===== src/rtl/cordic_vector.sv =====
`default_nettype none
// ============================================================================
//  Module   : cordic_vector
//  Purpose  : Iterative vectoring-mode CORDIC. Converts a signed fixed-point
//             (x,y) pair into its angle in degrees (atan2, range (-180,+180])
//             and its gain-compensated magnitude. One micro-rotation per clock.
//  Revision : 1.0  initial release
// ============================================================================
module cordic_vector #(
  parameter int WIDTH = 32,
  parameter int FRAC  = 16,
  parameter int ITER  = 16
) (
  input  logic                    clk,
  input  logic                    rst,
  input  logic                    start,
  input  logic signed [WIDTH-1:0] x_in,
  input  logic signed [WIDTH-1:0] y_in,
  output logic signed [WIDTH-1:0] theta_deg,
  output logic signed [WIDTH-1:0] mag_out,
  output logic                    busy,
  output logic                    done
);

  // x,y carry two guard bits: CORDIC gain (~1.647) times sqrt(2) worst case.
  localparam int XW = WIDTH + 2;
  localparam int PW = 2 * WIDTH + 2;
  localparam int IW = (ITER > 1) ? $clog2(ITER) : 1;

  // Table entries and fixed constants are written in 2^-16 units and rescaled
  // to the configured FRAC, so the same table serves other fixed-point formats.
  function automatic logic signed [WIDTH-1:0] q16_to_frac(input longint v);
    longint s;
    if (FRAC >= 16) s = v <<< (FRAC - 16);
    else            s = v >>> (16 - FRAC);
    return WIDTH'(s);
  endfunction

  // round(atan(2^-i) * 180/pi * 2^16)
  function automatic longint atan_q16(input int idx);
    case (idx)
      0:  return 64'sd2949120;
      1:  return 64'sd1740967;
      2:  return 64'sd919879;
      3:  return 64'sd466945;
      4:  return 64'sd234379;
      5:  return 64'sd117304;
      6:  return 64'sd58666;
      7:  return 64'sd29335;
      8:  return 64'sd14668;
      9:  return 64'sd7334;
      10: return 64'sd3667;
      11: return 64'sd1833;
      12: return 64'sd917;
      13: return 64'sd458;
      14: return 64'sd229;
      15: return 64'sd115;
      default: return 64'sd0;
    endcase
  endfunction

  localparam logic signed [WIDTH-1:0] c_180 = q16_to_frac(64'sd11796480);
  localparam logic signed [WIDTH-1:0] c_k   = q16_to_frac(64'sd39797);   // 1/gain
  localparam logic signed [WIDTH-1:0] c_max = {1'b0, {(WIDTH-1){1'b1}}};

  typedef enum logic [1:0] {
    S_IDLE = 2'd0,
    S_PRE  = 2'd1,
    S_ITER = 2'd2,
    S_POST = 2'd3
  } state_t;

  state_t                  r_state, w_next;
  logic signed [XW-1:0]    r_x, r_y;
  logic signed [WIDTH-1:0] r_z;
  logic [IW-1:0]           r_i;
  logic                    r_zero, r_negaxis;
  logic signed [WIDTH-1:0] r_theta, r_mag;
  logic                    r_busy, r_done;

  logic signed [XW-1:0]    w_xs, w_ys;
  logic signed [WIDTH-1:0] w_atan;
  logic signed [PW-1:0]    w_prod, w_scaled;
  logic signed [WIDTH-1:0] w_mag;

  assign w_xs   = r_x >>> r_i;
  assign w_ys   = r_y >>> r_i;
  assign w_atan = q16_to_frac(atan_q16(int'(r_i)));

  // Gain compensation; the folded x is never negative, but clamp anyway.
  assign w_prod   = PW'(r_x) * PW'(c_k);
  assign w_scaled = w_prod >>> FRAC;

  // Saturate the compensated magnitude into the output range [0, max].
  always_comb begin
    w_mag = '0;
    if (w_scaled < 0)                w_mag = '0;
    else if (w_scaled > PW'(c_max))  w_mag = c_max;
    else                             w_mag = w_scaled[WIDTH-1:0];
  end

  // State register.
  always_ff @(posedge clk or negedge rst) begin
    if (!rst) r_state <= S_IDLE;
    else      r_state <= w_next;
  end

  // Next-state sequencing: IDLE -> PRE -> ITER x ITER -> POST -> IDLE.
  always_comb begin
    w_next = r_state;
    case (r_state)
      S_IDLE:  if (start) w_next = S_PRE;
      S_PRE:   w_next = S_ITER;
      S_ITER:  if (r_i == IW'(ITER - 1)) w_next = S_POST;
      S_POST:  w_next = S_IDLE;
      default: w_next = S_IDLE;
    endcase
  end

  // Datapath: capture, quadrant fold, micro-rotations, result registration.
  always_ff @(posedge clk or negedge rst) begin
    if (!rst) begin
      r_x       <= '0;
      r_y       <= '0;
      r_z       <= '0;
      r_i       <= '0;
      r_zero    <= 1'b0;
      r_negaxis <= 1'b0;
      r_theta   <= '0;
      r_mag     <= '0;
      r_busy    <= 1'b0;
      r_done    <= 1'b0;
    end else begin
      r_done <= 1'b0;
      case (r_state)
        S_IDLE: begin
          if (start) begin
            r_x    <= XW'(x_in);
            r_y    <= XW'(y_in);
            r_i    <= '0;
            r_busy <= 1'b1;
          end
        end
        S_PRE: begin
          // Exact cases are flagged now, before the fold changes x and y.
          r_zero    <= (r_x == '0) && (r_y == '0);
          r_negaxis <= (r_y == '0) && r_x[XW-1];
          if (r_x[XW-1]) begin
            r_x <= -r_x;
            r_y <= -r_y;
            r_z <= r_y[XW-1] ? -c_180 : c_180;
          end else begin
            r_z <= '0;
          end
        end
        S_ITER: begin
          if (!r_y[XW-1]) begin
            r_x <= r_x + w_ys;
            r_y <= r_y - w_xs;
            r_z <= r_z + w_atan;
          end else begin
            r_x <= r_x - w_ys;
            r_y <= r_y + w_xs;
            r_z <= r_z - w_atan;
          end
          r_i <= r_i + 1'b1;
        end
        S_POST: begin
          if (r_zero) begin
            r_theta <= '0;
            r_mag   <= '0;
          end else begin
            r_theta <= r_negaxis ? c_180 : r_z;
            r_mag   <= w_mag;
          end
          r_done <= 1'b1;
          r_busy <= 1'b0;
        end
        default: ;
      endcase
    end
  end

  assign theta_deg = r_theta;
  assign mag_out   = r_mag;
  assign busy      = r_busy;
  assign done      = r_done;

endmodule
`default_nettype wire


===== config.mk =====
export PLATFORM = sky130hd
export DESIGN_NAME = cordic_vector
export DESIGN_NICKNAME = d
export VERILOG_FILES = /design/src/rtl/cordic_vector.sv
export SDC_FILE = /design/constraint.sdc
export NUM_CORES = 2
export LEC_CHECK = 0
export BUFFER_PORTS_ARGS = -buffer_cell sky130_fd_sc_hd__buf_2
export CAP_MARGIN = 20
export CORE_AREA = 2 2 232 234
export CTS_CLUSTER_DIAMETER = 30
export CTS_CLUSTER_SIZE = 40
export DETAILED_ROUTE_END_ITERATION = 10
export DIE_AREA = 0 0 234 236
export HOLD_SLACK_MARGIN = 0.02
export PLACE_DENSITY_LB_ADDON = 0.25
export SLEW_MARGIN = 10
export SYNTH_ARGS = -nofsm -noshare
export SYNTH_HDL_FRONTEND = slang
export SYNTH_SLANG_ARGS = --single-unit

===== constraint.sdc =====
create_clock -name clk -period 11.9 [get_ports clk]
set_input_delay 2.38 -clock clk [delete_from_list [all_inputs] [get_ports clk]]
set_output_delay 2.38 -clock clk [all_outputs]
set_load 0.01 [all_outputs]

Word level (Yosys, flattened, before mapping)
Memories as Yosys holds them, arrays and structs flattened.
Cells that the tools add are included.

word-level totals
  memories kept = 1
  ROM bits = 352
  logic and storage cells = 73
  register bits after elaboration = 174
  input bits = 67
  output and inout port bits = 66

operators by class
  magnitude comparators = 2
  multipliers = 1
  equality and inequality tests = 7
  shifts and indexed selects = 2
  add/subtract/negate cells = 9
  multiplexer cells = 25
  reduce and logical (&&, ||, !) cells = 14

memory list
  name              depth  bits a word  rd ports  clocked after Yosys merged registers in  wr ports  line  source
  (name not given)  16     22           1         0                                        0         41    case (idx)

operator list
  cell                                                             number
  two-way mux 32 bit                                               8
  two-way mux 34 bit                                               6
  case mux 34 bit (3 select lines)                                 2
  adder 34 bit                                                     2
  logical NOT 34 bit                                               2
  negator 34 bit                                                   2
  >>> shifter 34 x 4 -> 34 bit                                     2
  subtractor 34 bit                                                2
  case mux 32 bit (2 select lines)                                 1
  multiplier 34 x 17 -> 51 bit, second input constant              1
  greater-than comparator 35 x 32 -> 1 bit, second input constant  1
  less-than comparator 35 x 1 -> 1 bit, second input constant      1
  adder 32 bit                                                     1
  subtractor 32 bit                                                1
  case mux 2 bit (4 select lines)                                  1
  case mux 4 bit (2 select lines)                                  1
  AND reduction 2 bit                                              4
  inequality test 2 bit, second input constant                     3
  nonzero test 2 bit                                               3
  adder 4 x 1 -> 4 bit, second input constant                      1
  == test 2 bit, second input constant                             2
  == test 4 bit, second input constant                             1
  two-way mux 2 bit                                                2
  two-way mux 4 bit                                                1
  7 further kinds                                                  9

Longest topological paths before layout
  word-level depth = 5
  mapped depth = 29

Least setup slack after synthesis
OpenSTA, ideal clock, no wires.

  path kind = flip-flop to flip-flop
  start = register r_x[33]
  end = register r_mag[11] (netlist: mag_out[11])
  cell stages (with the launch flop) = 25
  slack = 4.826 ns
  setup time = 0.124 ns
  data required time = 11.776 ns
  clock period less this slack = 7.074 ns
  arrival = 6.950 ns
  path through = dfrtp_1 inv_1 clkbuf_1 ha_1 inv_1 fa_1 inv_1 fa_1 fa_1 fa_1 inv_1 fa_1 inv_1 ha_1 and3_1 and3_1 a221oi_1 o221ai_1 a21oi_1 o31ai_1 xor2_1 o311ai_1 a21oi_1 clkbuf_1 a211o_1

on the way
  word-level cells in the longest chain between the ends = 5
  elaborated cells between the ends (all ways) = 6
  those cells by class = 1 x mul; 2 x order compare; 3 x mux

RTL lines
  element                                   line  source
  start: declaration                        74    logic signed [XW-1:0] r_x, r_y;
  start signal: assignment                  138   r_x <= XW'(x_in);
  start signal: assignment                  149   r_x <= -r_x;
  start signal: assignment                  158   r_x <= r_x + w_ys;
  multiplier 34 x 17 -> 51 bit (*)          91    assign w_prod = PW'(r_x) * PW'(c_k);
  greater-than comparator 35 x 32 -> 1 bit  98    else if (w_scaled > PW'(c_max)) w_mag = c_max;
  two-way mux 32 bit                        98
  two-way mux 32 bit (*)                    97    if (w_scaled < 0) w_mag = '0;
  two-way mux 32 bit (*)                    169   if (r_zero) begin
  end signal: assignment                    174   r_mag <= w_mag;
  end: declaration                          78    logic signed [WIDTH-1:0] r_theta, r_mag;

Every way passes the cells marked *; elsewhere a longest branch is shown, timed or not.
A chain may end at the register's enable or synchronous reset.

Final worst setup path
  start = register r_x[28]
  end = register r_mag[0] (netlist: mag_out[0])

The elaborated chain is that of the path after synthesis.

==> results.cfg <==
[placed_design]
portBuffers = 132
place_hpwl_mm = 67.6
place_congestion = 0.967
place_inst = 4261

[yosys]
ys_ff_latch = 174
synth_cell_types = 100
synth_most_common_cell = inv_1
synth_commonest_cells = 508 x inv_1, 366 x ha_1, 264 x fa_1
synthesis.nets = 4292
ys_seq_area_share_pct = 13.9
yosysTopAreaCellShare_pct = 16.9
syn_area_sq_um = 31400
synth_edf_count = 0
ys.warnings.count = 0
ys.flop_type = dfrtp_1
synthTopCellsByArea = fa_1 17%, ha_1 15%, dfrtp_1 14%
netlist_instances = 3595
async_flop_share_pct = 100
syn_area_per_cell_sq_um = 8.72
yosys.area.top_type = fa_1

[drt]
wl_per_cell_um = 20.3
ant_nets = 0
drt_iter0_markers = 2595
vias_per_cell = 6.29
drc = 0
routed_wl_mm = 87.1
firstDrtPassIters = 6
vias = 27000

[run]
maxCapViolCount = 0

[worst_setup_path]
critical_path.top_delay_family = adder cells
start_kind = register
slowest_delay_ps = 870
critPathMaxFanout = 19
cp.required_ps = 12280
slowest_stage = dfrtp_1
worst-setup-path-type = register to register
crit_buf_inv = 6
cp.arrival_ps = 8420
critPathCaptureType = register
path_cells = inv_1 -> ha_1 -> inv_1 -> fa_1 -> fa_1 -> inv_1 -> fa_1 -> fa_1 -> inv_1 -> fa_1 -> inv_1 -> ha_1 -> and4_1 -> and3_1 -> nand2_1 -> nor4b_1 -> a21oi_1 -> o31ai_1 -> xor2_1 -> o311ai_1 -> a21oi_2 -> buf_6 -> a211o_1

[timing]
drv_slew = 0
setup_tns_ps = 0
grt_setup_unrepaired = false
min_period_over_period_pct = 67.6
hold_viol_final = 0
setup_viol = 0
max_slew_margin_pct = 34.7
max_freq_ghz = 0.124
whs_ps = 491
worst_slew_pin_slew_ps = 972
period_minus_slack_ps = 8040
skew_ps = 17.0

[global_route]
grt_pass1_vias = 26100
antenna_found_initial = 2
grt_pass1_wl_mm = 140
grt_usage_pct = 32.0
grt_max_degree = 89
overflow = 0

[die]
die_area_sq_um = 55200
initial_utilization_pct = 59.1
ios = 133
rows = 85
die_w_um = 234
core_sq_um = 53100
die_y_um = 236

[cells_and_area]
fin_cells = 4292
multi_input_area_sq_um = 24300
final_layout_size_suffix_gt1_share_pct = 8.90
final_nets = 4281
n_antenna_cell = 0
ff_latch_area_sq_um = 4370
fillers = 4687
syn2layout_area_growth_pct = 5.10
final_core_util_pct = 62.1

[outcome]
status = completed

[cts]
cts-resized-gates = 0
cts_buffers = 17
htree_levels = 4
clock_latency_ps = 510
root_buffer = clkbuf_16
clockBufferDepth = 2
cts_setup_buffers = 0
clock_sinks = 174
ctsHoldBuffers = 0
tritoncts = built
cts.clk_slew.worst_paths_ps = 80

[min_path]
min_path_type = register to register
-- sequential cells by signal, summed over array words and instances, names as in the netlist, 2 cells and up --
register and cells:
mag_out 32, r_z 32, r_y 34, theta_deg 32, r_i 4, r_state 2, r_x 34
-- layout make-up --
class,instances,share of cell area (%)
Clock buffer,18,1.33
Clock inverter,13,0.433
Inverter,511,5.82
Multi-Input combinational cell,2720,73.8
Sequential cell,174,13.3
Tap cell,696,2.64
Timing Repair Buffer,160,2.68
-- stage by stage --
stage	setup WS [ps]	instance area, sq um
3_5_place_dp	4030	32400
2_1_floorplan	4830	31400
4_1_cts	4010	33000
3_3_place_gp	3810	32400
5_1_grt	3440	33000
6_report	3860	33000
-- worst min-delay path: cells and delay by family (launching register included) --
family,cells,cell delay [ps]
AO/OA/AOI/OAI,1,50
flip-flops,1,350
AND/OR/NAND/NOR,1,50
-- final timing paths --
check,from,endpoint,slack [ps],depth (start not counted)
worst max-delay path,r_x[28],mag_out[0],3860,23
worst min-delay path,theta_deg[21],theta_deg[21],490,2
worst max register to register,r_x[28],mag_out[0],3860,23
worst min register to register,theta_deg[21],theta_deg[21],490,2
max in group asynchronous,rst,r_y[33],8170,3
min in group asynchronous,rst,mag_out[28],1920,1
-- layout by cell type (no fill, tap or decap), drive strengths merged, types with 37 or more instances in the layout --
cell,netlist,routed
o31ai,40,40
inv,509,517
o21ai,164,164
a21o,62,62
nand3,53,53
fa,264,264
nand2,219,219
ha,366,366
nor3,81,81
nand2b,41,41
dfrtp,174,174
a221oi,48,48
xor2,81,81
buf,43,159
o22ai,37,37
xnor2,159,159
mux2i,47,47
nor2,233,233
a21oi,207,207
mux4,66,66
-- cell families (layout without fill, tap and decap cells) --
kind of cell,count (synthesis),count (layout),synth area share [%]
adders and majority gates,630,630,31.5
and+or+nand+nor,825,825,12.7
muxes,146,146,7.61
xor gates and xnor gates,241,241,6.78
AOI/OAI and AO/OA,878,878,18.9
DFF,174,174,13.9
buffers and inverters,701,702,8.67
-- layer usage --
layer,global-route usage (%),part of all wire (%)
met3,5.62,8.3
met5,0,0.014
met2,50.2,47
met1,45.6,43
met4,8.38,2.3
Power is not shown: default switching activity piles up to over one toggle a cycle in this logic, so the estimate is an artifact.
